==> config.mk <==
export PLATFORM = sky130hd
export DESIGN_NAME = amp_seq
export DESIGN_NICKNAME = d
export VERILOG_FILES = /design/src/rtl/amp_seq.sv
export SDC_FILE = /design/constraint.sdc
export NUM_CORES = 1
export LEC_CHECK = 0
export BUFFER_PORTS_ARGS = -buffer_cell sky130_fd_sc_hd__clkbuf_2
export CORE_AREA = 2 2 56 58
export CTS_CLUSTER_DIAMETER = 40
export DETAILED_ROUTE_END_ITERATION = 8
export DIE_AREA = 0 0 58 60
export PLACE_DENSITY = 0.72
export SYNTH_ARGS = -nofsm -noshare
export SYNTH_HDL_FRONTEND = slang
export SYNTH_SLANG_ARGS = --single-unit
==> constraint.sdc <==
create_clock -name clk -period 1.7 [get_ports clk]
set_clock_uncertainty 0.05 [all_clocks]
set_input_delay 0.17 -clock clk [delete_from_list [all_inputs] [get_ports clk]]
set_output_delay 0.17 -clock clk [all_outputs]
set_load 0.01 [all_outputs]
==> src/rtl/amp_seq.sv <==
// Class-D amplifier power/fault sequencer: holds the amps in shutdown until the EQ
// queues fill, unmutes after a pop-suppression window, filters faults, retries, locks out.
module amp_seq #(
  parameter int unsigned FLT_FILT       = 4,
  parameter int unsigned UNMUTE_SAMPLES = 8,
  parameter int unsigned RETRY_WAIT     = 1024,
  parameter int unsigned MAX_FAULTS     = 3
) (
  input  logic       clk,
  input  logic       rst,
  input  logic       seq_low,
  input  logic       vld,
  input  logic       Flt_n,
  output logic       sht_dwn,
  output logic       mute,
  output logic [3:0] fault_cnt,
  output logic       lockout,
  output logic [2:0] state
);

  typedef enum logic [2:0] {
    WAIT_Q = 3'd0,
    POP    = 3'd1,
    RUN    = 3'd2,
    FAULT  = 3'd3,
    LOCK   = 3'd4
  } state_t;

  localparam int unsigned FW = $clog2(FLT_FILT + 1);
  localparam int unsigned PW = $clog2(UNMUTE_SAMPLES + 1);
  localparam int unsigned RW = $clog2(RETRY_WAIT + 1);

  localparam logic [FW-1:0] FILT_MAX  = FW'(FLT_FILT);
  localparam logic [PW-1:0] POP_LAST  = PW'(UNMUTE_SAMPLES - 1);
  localparam logic [RW-1:0] RETRY_END = RW'(RETRY_WAIT - 1);
  localparam logic [3:0]    FLT_LIMIT = 4'(MAX_FAULTS);

  state_t        state_q, state_d;
  logic          flt_q1, flt_s;
  logic [FW-1:0] filt_cnt;
  logic [PW-1:0] pop_cnt;
  logic [RW-1:0] retry_cnt;
  logic [3:0]    fault_cnt_q, fault_cnt_d, fault_inc;
  logic          fault, entering;

  assign fault     = (filt_cnt == FILT_MAX);
  assign fault_inc = (fault_cnt_q == 4'hF) ? 4'hF : fault_cnt_q + 4'd1;
  assign entering  = (state_d != state_q);

  always_comb begin
    state_d     = state_q;
    fault_cnt_d = fault_cnt_q;
    case (state_q)
      WAIT_Q: if (seq_low) state_d = POP;
      POP, RUN: begin
        // Fault outranks a coincident final vld; the lockout decision uses the
        // post-increment count so the Nth fault lands directly in LOCK.
        if (fault) begin
          fault_cnt_d = fault_inc;
          state_d     = (fault_inc >= FLT_LIMIT) ? LOCK : FAULT;
        end else if (state_q == POP && vld && pop_cnt == POP_LAST) begin
          state_d = RUN;
        end
      end
      // Leave on the edge the fault-free timer reaches RETRY_WAIT.
      FAULT:   if (flt_s && retry_cnt == RETRY_END) state_d = WAIT_Q;
      LOCK:    state_d = LOCK;
      default: state_d = WAIT_Q;
    endcase
  end

  always_ff @(posedge clk) begin
    if (rst) begin
      state_q     <= WAIT_Q;
      sht_dwn     <= 1'b1;
      mute        <= 1'b1;
      fault_cnt_q <= 4'd0;
      flt_q1      <= 1'b1;
      flt_s       <= 1'b1;
      filt_cnt    <= '0;
      pop_cnt     <= '0;
      retry_cnt   <= '0;
    end else begin
      state_q     <= state_d;
      sht_dwn     <= !(state_d == POP || state_d == RUN);
      mute        <= (state_d != RUN);
      fault_cnt_q <= fault_cnt_d;
      flt_q1      <= Flt_n;
      flt_s       <= flt_q1;

      if (entering || flt_s)   filt_cnt <= '0;
      else if (!fault)         filt_cnt <= filt_cnt + 1'b1;

      if (entering)                   pop_cnt <= '0;
      else if (state_q == POP && vld) pop_cnt <= pop_cnt + 1'b1;

      if (entering || state_q != FAULT || !flt_s) retry_cnt <= '0;
      else                                        retry_cnt <= retry_cnt + 1'b1;
    end
  end

  assign fault_cnt = fault_cnt_q;
  assign lockout   = (state_q == LOCK);
  assign state     = state_q;

endmodule

==> out/qor.yml, run 1 <==
slew_viol_final: 0
synth_compound_area_frac: 0.133
ys_seq_elements: 29
grt_pass1_vias: 1424
ys_types: 45
wl_per_cell_um: 17.3
ir_drop_mv: 0.528
finalWorstSetupSlack_ps: -166
grt_setup_unrepaired: "yes"
max_freq_mhz: 536
initial_core_util: 0.487
clkSlewWorstSetupHoldPaths_ps: 100
core.rowCount: 20
critPathCaptureType: "flop"
fill_cells: 169
syn-num-nets: 164
grt_max_degree: 11
vias_per_cell: 5.65
hold_violations: 0
insertion_delay_ps: 340
p_leak_nw: 0.898
min_period_ps: 1870
hold_slack_ps: 69.8
overflow: 0
die_area_mm2: 0.00348
h-tree-depth: 2
clock-root-buffer: "clkbuf_4"
p_per_area_mw_per_mm2: 651
utilization: 0.789
synthXorXnorAreaFrac: 0.0866
core_region_area_mm2: 0.00290
synth_area_per_cell_um2: 9.19
die_h_um: 60
cp.arrival_ps: 2010
fin_crit_sh: 1.10
antenna_found_initial: 0
die_x_um: 58
synthCells: 154
synthAdderAreaFrac: 0.0442
area_growth_pct: 61.9
critPathMaxFanout: 3
ys_seq_area_frac: 0.410
synth_top_family_by_area: "simple AND/OR/NAND/NOR gates"
cts_sinks: 29
syn-cell-area_mm2: 0.00142
io_pins: 15
violations: "setup timing"
dpl-instance-area_mm2: 0.00180
synthArstFlopShare: 0
max-cap-violations: 0
timing.slew.headroom: 0.728
portBuffers: 14
drt_pass1_iterations: 4
cts-buffers-inserted: 5
path_class: "reg2reg"
tightest_slew_ps: 407
grt_pass1_wl_mm: 6.29
synth_edf_count: 0
total_power_w: 0.00149
pre_cts_slack_ps: -149
antenna_cells: 0
clock_path_buffers: 2
yosys.area_share.simple: 0.258
finalSetupViolations: 21
synth_flop_cell: "dfxtp_1"
design_area_mm2: 0.00229
cp_data_required_time_ps: 1850
dr.first_iter.drc_count: 53
drive_gt1_frac: 0.593
vias: 1406
status: "complete, but fails checks"
ant_nets: 0
cts_tree: "built"
route.detailed.drc: 0
layout.nets: 225
dpl.hpwl_mm: 2.36
drt-total-wl_mm: 4.30
hp-class: "in2reg"
ys_warn_count: 0
synth.area.mux_share: 0.0221
grt_use_total: 0.246
setup.worst_path.start_class: "flop"
place_congestion: 0.812
## worst max-delay path: stages, from the launching register on
cell and delay, ps:
dfxtp_4 370, ha_4 160, or2_4 230, o21ai_4 90
a21oi_4 110, a2111o_1 390, nor3_4 260, a41oi_2 80
## placed cells by master, fill, tap and decap left out, drive strengths merged, types with 2 or more instances in the layout
cell type	synthesis	final
clkbuf	1	20
xor2	6	6
or2	3	3
a211oi	2	2
xnor2	8	8
nand3	7	7
o21ai	5	5
mux2i	2	2
o31ai	2	2
and3	4	4
inv	8	8
ha	5	5
a21oi	9	9
and2	3	3
dfxtp	29	29
buf	4	43
nand4	2	2
nor2	22	22
nand2	10	11
nor3	8	8
## cell usage after synthesis (all sizes together), types with 4 or more instances
cell,n,area [µm²]
a21oi,9,45.0
nand3,7,40.0
buf,4,31.3
ha,5,62.6
xnor2,8,70.1
xor2,6,52.6
dfxtp,29,581
and3,4,25.0
nor2,22,82.6
nand2,10,40.0
inv,8,30.0
nor3,8,55.1
o21ai,5,28.8
## logic make-up (layout without fill, tap and decap cells)
| logic type | after synthesis | count (layout) |
|---|---|---|
| simple gates | 66 | 67 |
| flops | 29 | 29 |
| compound gates | 24 | 24 |
| xor+xnor | 14 | 14 |
| buf+inv | 13 | 74 |
| fa+ha+maj | 5 | 5 |
| mux | 3 | 3 |
## through the flow
stage | std cells | TNS (ps)
2_1_floorplan | 154 | 0
3_3_place_gp | 229 | -398
3_5_place_dp | 229 | -2450
4_1_cts | 246 | -1590
5_1_grt | 249 | -3230
6_report | 249 | -1940
## routing by layer
layer  vias to the layer above  track usage  part of all wire
met3                        14       0.0714             0.042
li1                        658            -                 -
met1                       688        0.248              0.40
met5                         -            0                 0
met4                         0        0.123             0.033
met2                        46        0.458              0.53
## report_power, final
| group | internal, W | leakage, nW | switching, W | total, W |
|---|---|---|---|---|
| registers | 0.000686 | 0.240 | 0.00000828 | 0.000695 |
| clock network | 0.000396 | 0.0534 | 0.000264 | 0.000660 |
| logic | 0.0000647 | 0.605 | 0.0000728 | 0.000137 |
## worst paths after layout
| check | to | slack, ps | start | cells past startpoint |
|---|---|---|---|---|
| worst min register to register | flt_s | 370 | flt_q1 | 1 |
| worst max-delay path | sht_dwn | -170 | fault_cnt[0] | 7 |
| worst max register to register | sht_dwn | -170 | fault_cnt[0] | 7 |
| worst min-delay path | fault_cnt[2] | 70 | rst | 2 |
## flip-flops by register name (all words and copies together) (netlist names)
signal and cells:
retry_cnt 11, fault_cnt 4, pop_cnt 4, filt_cnt 3
state 3, flt_q1 1, flt_s 1, mute 1
sht_dwn 1
## what timing repair did
action	4_1_cts	5_1_grt
buffers inserted	8	5
endpoints found under the hold margin	1	0
hold buffers	1	0
gates resized for setup	30	42
cloned	1	0
endpoints found under the setup margin	21	22
pin swaps	24	13
## cell type report
type                            instances  area, µm²  area share
Timing Repair Buffer                   58        422       0.184
Tap cell                               33       41.3      0.0180
Multi-Input combinational cell        113       1100       0.482
Clock buffer                            6       62.6      0.0273
Inverter                                8       30.0      0.0131
Sequential cell                        29        596       0.260
Clock inverter                          2       35.0      0.0153
No activity file was read; power rests on OpenSTA's default activity.
==> run 2, diff against run 1 <==
--- a/config.mk
+++ b/config.mk
@@ -10,7 +10,9 @@
 export CTS_CLUSTER_DIAMETER = 40
 export DETAILED_ROUTE_END_ITERATION = 8
 export DIE_AREA = 0 0 58 60
+export MAX_ROUTING_LAYER = met4
 export PLACE_DENSITY = 0.72
+export SETUP_SLACK_MARGIN = 0.5
 export SYNTH_ARGS = -nofsm -noshare
 export SYNTH_HDL_FRONTEND = slang
 export SYNTH_SLANG_ARGS = --single-unit
==> run 2 against run 1 <==
Effect of this change:
- the flow still finishes with violations (setup timing)
- critical path type unchanged
- largest power group unchanged
- first-iteration DRC count shrank 42%
- final area is 4.5% lower
- flip-flop and latch count unchanged
- largest cell class unchanged
- routed wire length down 10%
- critical endpoint is now filt_cnt[1]
- non-clock buffer count is 4 lower
==> out/qor.yml, run 2 (synthesis gave the netlist of run 1 again) <==
status: "complete, but fails checks"
violations: "setup timing"
clock_path_buffers: 2
wl_per_cell_um: 15.7
layout.nets: 221
insertion_delay_ps: 330
dr.first_iter.drc_count: 31
core_region_area_mm2: 0.00290
die_area_mm2: 0.00348
core.rowCount: 20
reg2reg_depth: 7
max-cap-violations: 0
antenna_cells: 0
cts_tree: "built"
vias_per_cell: 5.49
route.detailed.drc: 0
fin_crit_sh: 1.08
min_period_ps: 1830
h-tree-depth: 2
hold_depth: 2
cts-buffers-inserted: 5
drt_pass1_iterations: 4
max_freq_mhz: 547
reg2reg_slack_ps: -130
ant_nets: 0
hold_start: "rst"
hold_violations: 0
critPathCaptureType: "flop"
grt_pass1_vias: 1282
min_to: "fault_cnt[3]"
tightest_slew_ps: 364
place_congestion: 0.810
final_common_cell: "buf_4"
initial_core_util: 0.487
grt_setup_unrepaired: "yes"
finalSetupViolations: 22
setup.worst_path.start_class: "flop"
cts_sinks: 29
die_h_um: 60
timing.slew.headroom: 0.757
area_growth_pct: 54.6
hp-class: "in2reg"
finalWorstSetupSlack_ps: -128
regMostFlops: "retry_cnt"
clkSlewWorstSetupHoldPaths_ps: 100
vias: 1346
dp_cells: 221
die_x_um: 58
grt_pass1_wl_mm: 5.80
antenna_found_initial: 0
r2r-start: "fault_cnt[0]"
grt_use_total: 0.232
p_leak_nw: 0.864
reg2reg_to: "filt_cnt[1]"
critPathMaxFanout: 7
total_power_w: 0.00131
grt_max_degree: 10
cp_data_required_time_ps: 1910
fin_cells: 245
cp.arrival_ps: 2040
clock-root-buffer: "clkbuf_4"
io_pins: 15
dpl.hpwl_mm: 2.26
drt-total-wl_mm: 3.86
largest_reg_flops: 11
ir_drop_mv: 0.690
drive_gt1_frac: 0.557
overflow: 0
path_class: "reg2reg"
p_per_area_mw_per_mm2: 597
portBuffers: 14
slew_viol_final: 0
final_cell_mix: "buf_4, nor2_1, dfxtp_1"
-- run 2: changes by cell type in the layout (fill, tap and decap cells not counted), sizes merged --
cell	change
buf	-3
bufinv	-1
-- run 2: routing by layer --
metal  GRT usage  vias to the layer above  wire (µm)
met5           -                        -          0
met4      0.0664                        0        131
met3      0.0541                       16        194
met2       0.424                       41       2030
met1       0.250                      639       1500
li1            -                      650          -
-- run 2: power by group --
part	leakage (nW)	total (W)	internal, W	switching (W)
logic	0.580	0.000128	0.0000606	0.0000672
clock network	0.0413	0.000484	0.000239	0.000245
registers	0.243	0.000694	0.000682	0.0000126
total	0.864	0.00131	0.000982	0.000324
-- run 2: worst max-delay path: stages, from the launching register on --
cell and delay (ps):
dfxtp_4 360, ha_4 270, a21oi_4 80, a41o_1 260
a211oi_4 310, o31ai_4 120, buf_6 160, nor3_2 150
-- run 2: worst max-delay path by stage --
stage / slack [ps] / depth (start not counted) / to / start
after floorplan: 60 / 6 / filt_cnt[2] / fault_cnt[0]
after global routing: -180 / 8 / sht_dwn / pop_cnt[1]
after detailed placement: -100 / 7 / filt_cnt[0] / retry_cnt[1]
final: -130 / 7 / filt_cnt[1] / fault_cnt[0]
after global placement: -30 / 7 / filt_cnt[0] / retry_cnt[1]
after CTS: -30 / 7 / retry_cnt[0] / retry_cnt[1]
-- run 2: what timing repair did --
item / CTS / global route
pin swaps: 17 / 6
hold buffers: 1 / 0
endpoints found under the hold margin: 1 / 0
cloned: 1 / 0
endpoints found under the setup margin: 29 / 31
setup buffers: 12 / 2
resized for setup: 33 / 14
-- run 2: per-stage QoR --
step            util  area [µm²]  TNS [ps]  hold WS, ps  setup WS (ps)
2_1_floorplan      -        1530         0          182           62.0
3_3_place_gp   0.618        1790      -140          307          -25.5
3_5_place_dp   0.618        1790     -1030          307          -96.3
4_1_cts        0.728        2110      -187         45.7          -27.9
5_1_grt        0.753        2190     -3040         70.2           -178
6_report       0.753        2190     -1730         57.6           -128
-- run 2: layout make-up --
type | instances | area, µm²
Clock inverter | 1 | 5.00
Inverter | 8 | 30.0
Tap cell | 33 | 41.3
Fill cell | 189 | 716
Clock buffer | 7 | 65.1
Sequential cell | 29 | 608
Multi-Input combinational cell | 113 | 1030
Timing Repair Buffer | 54 | 410
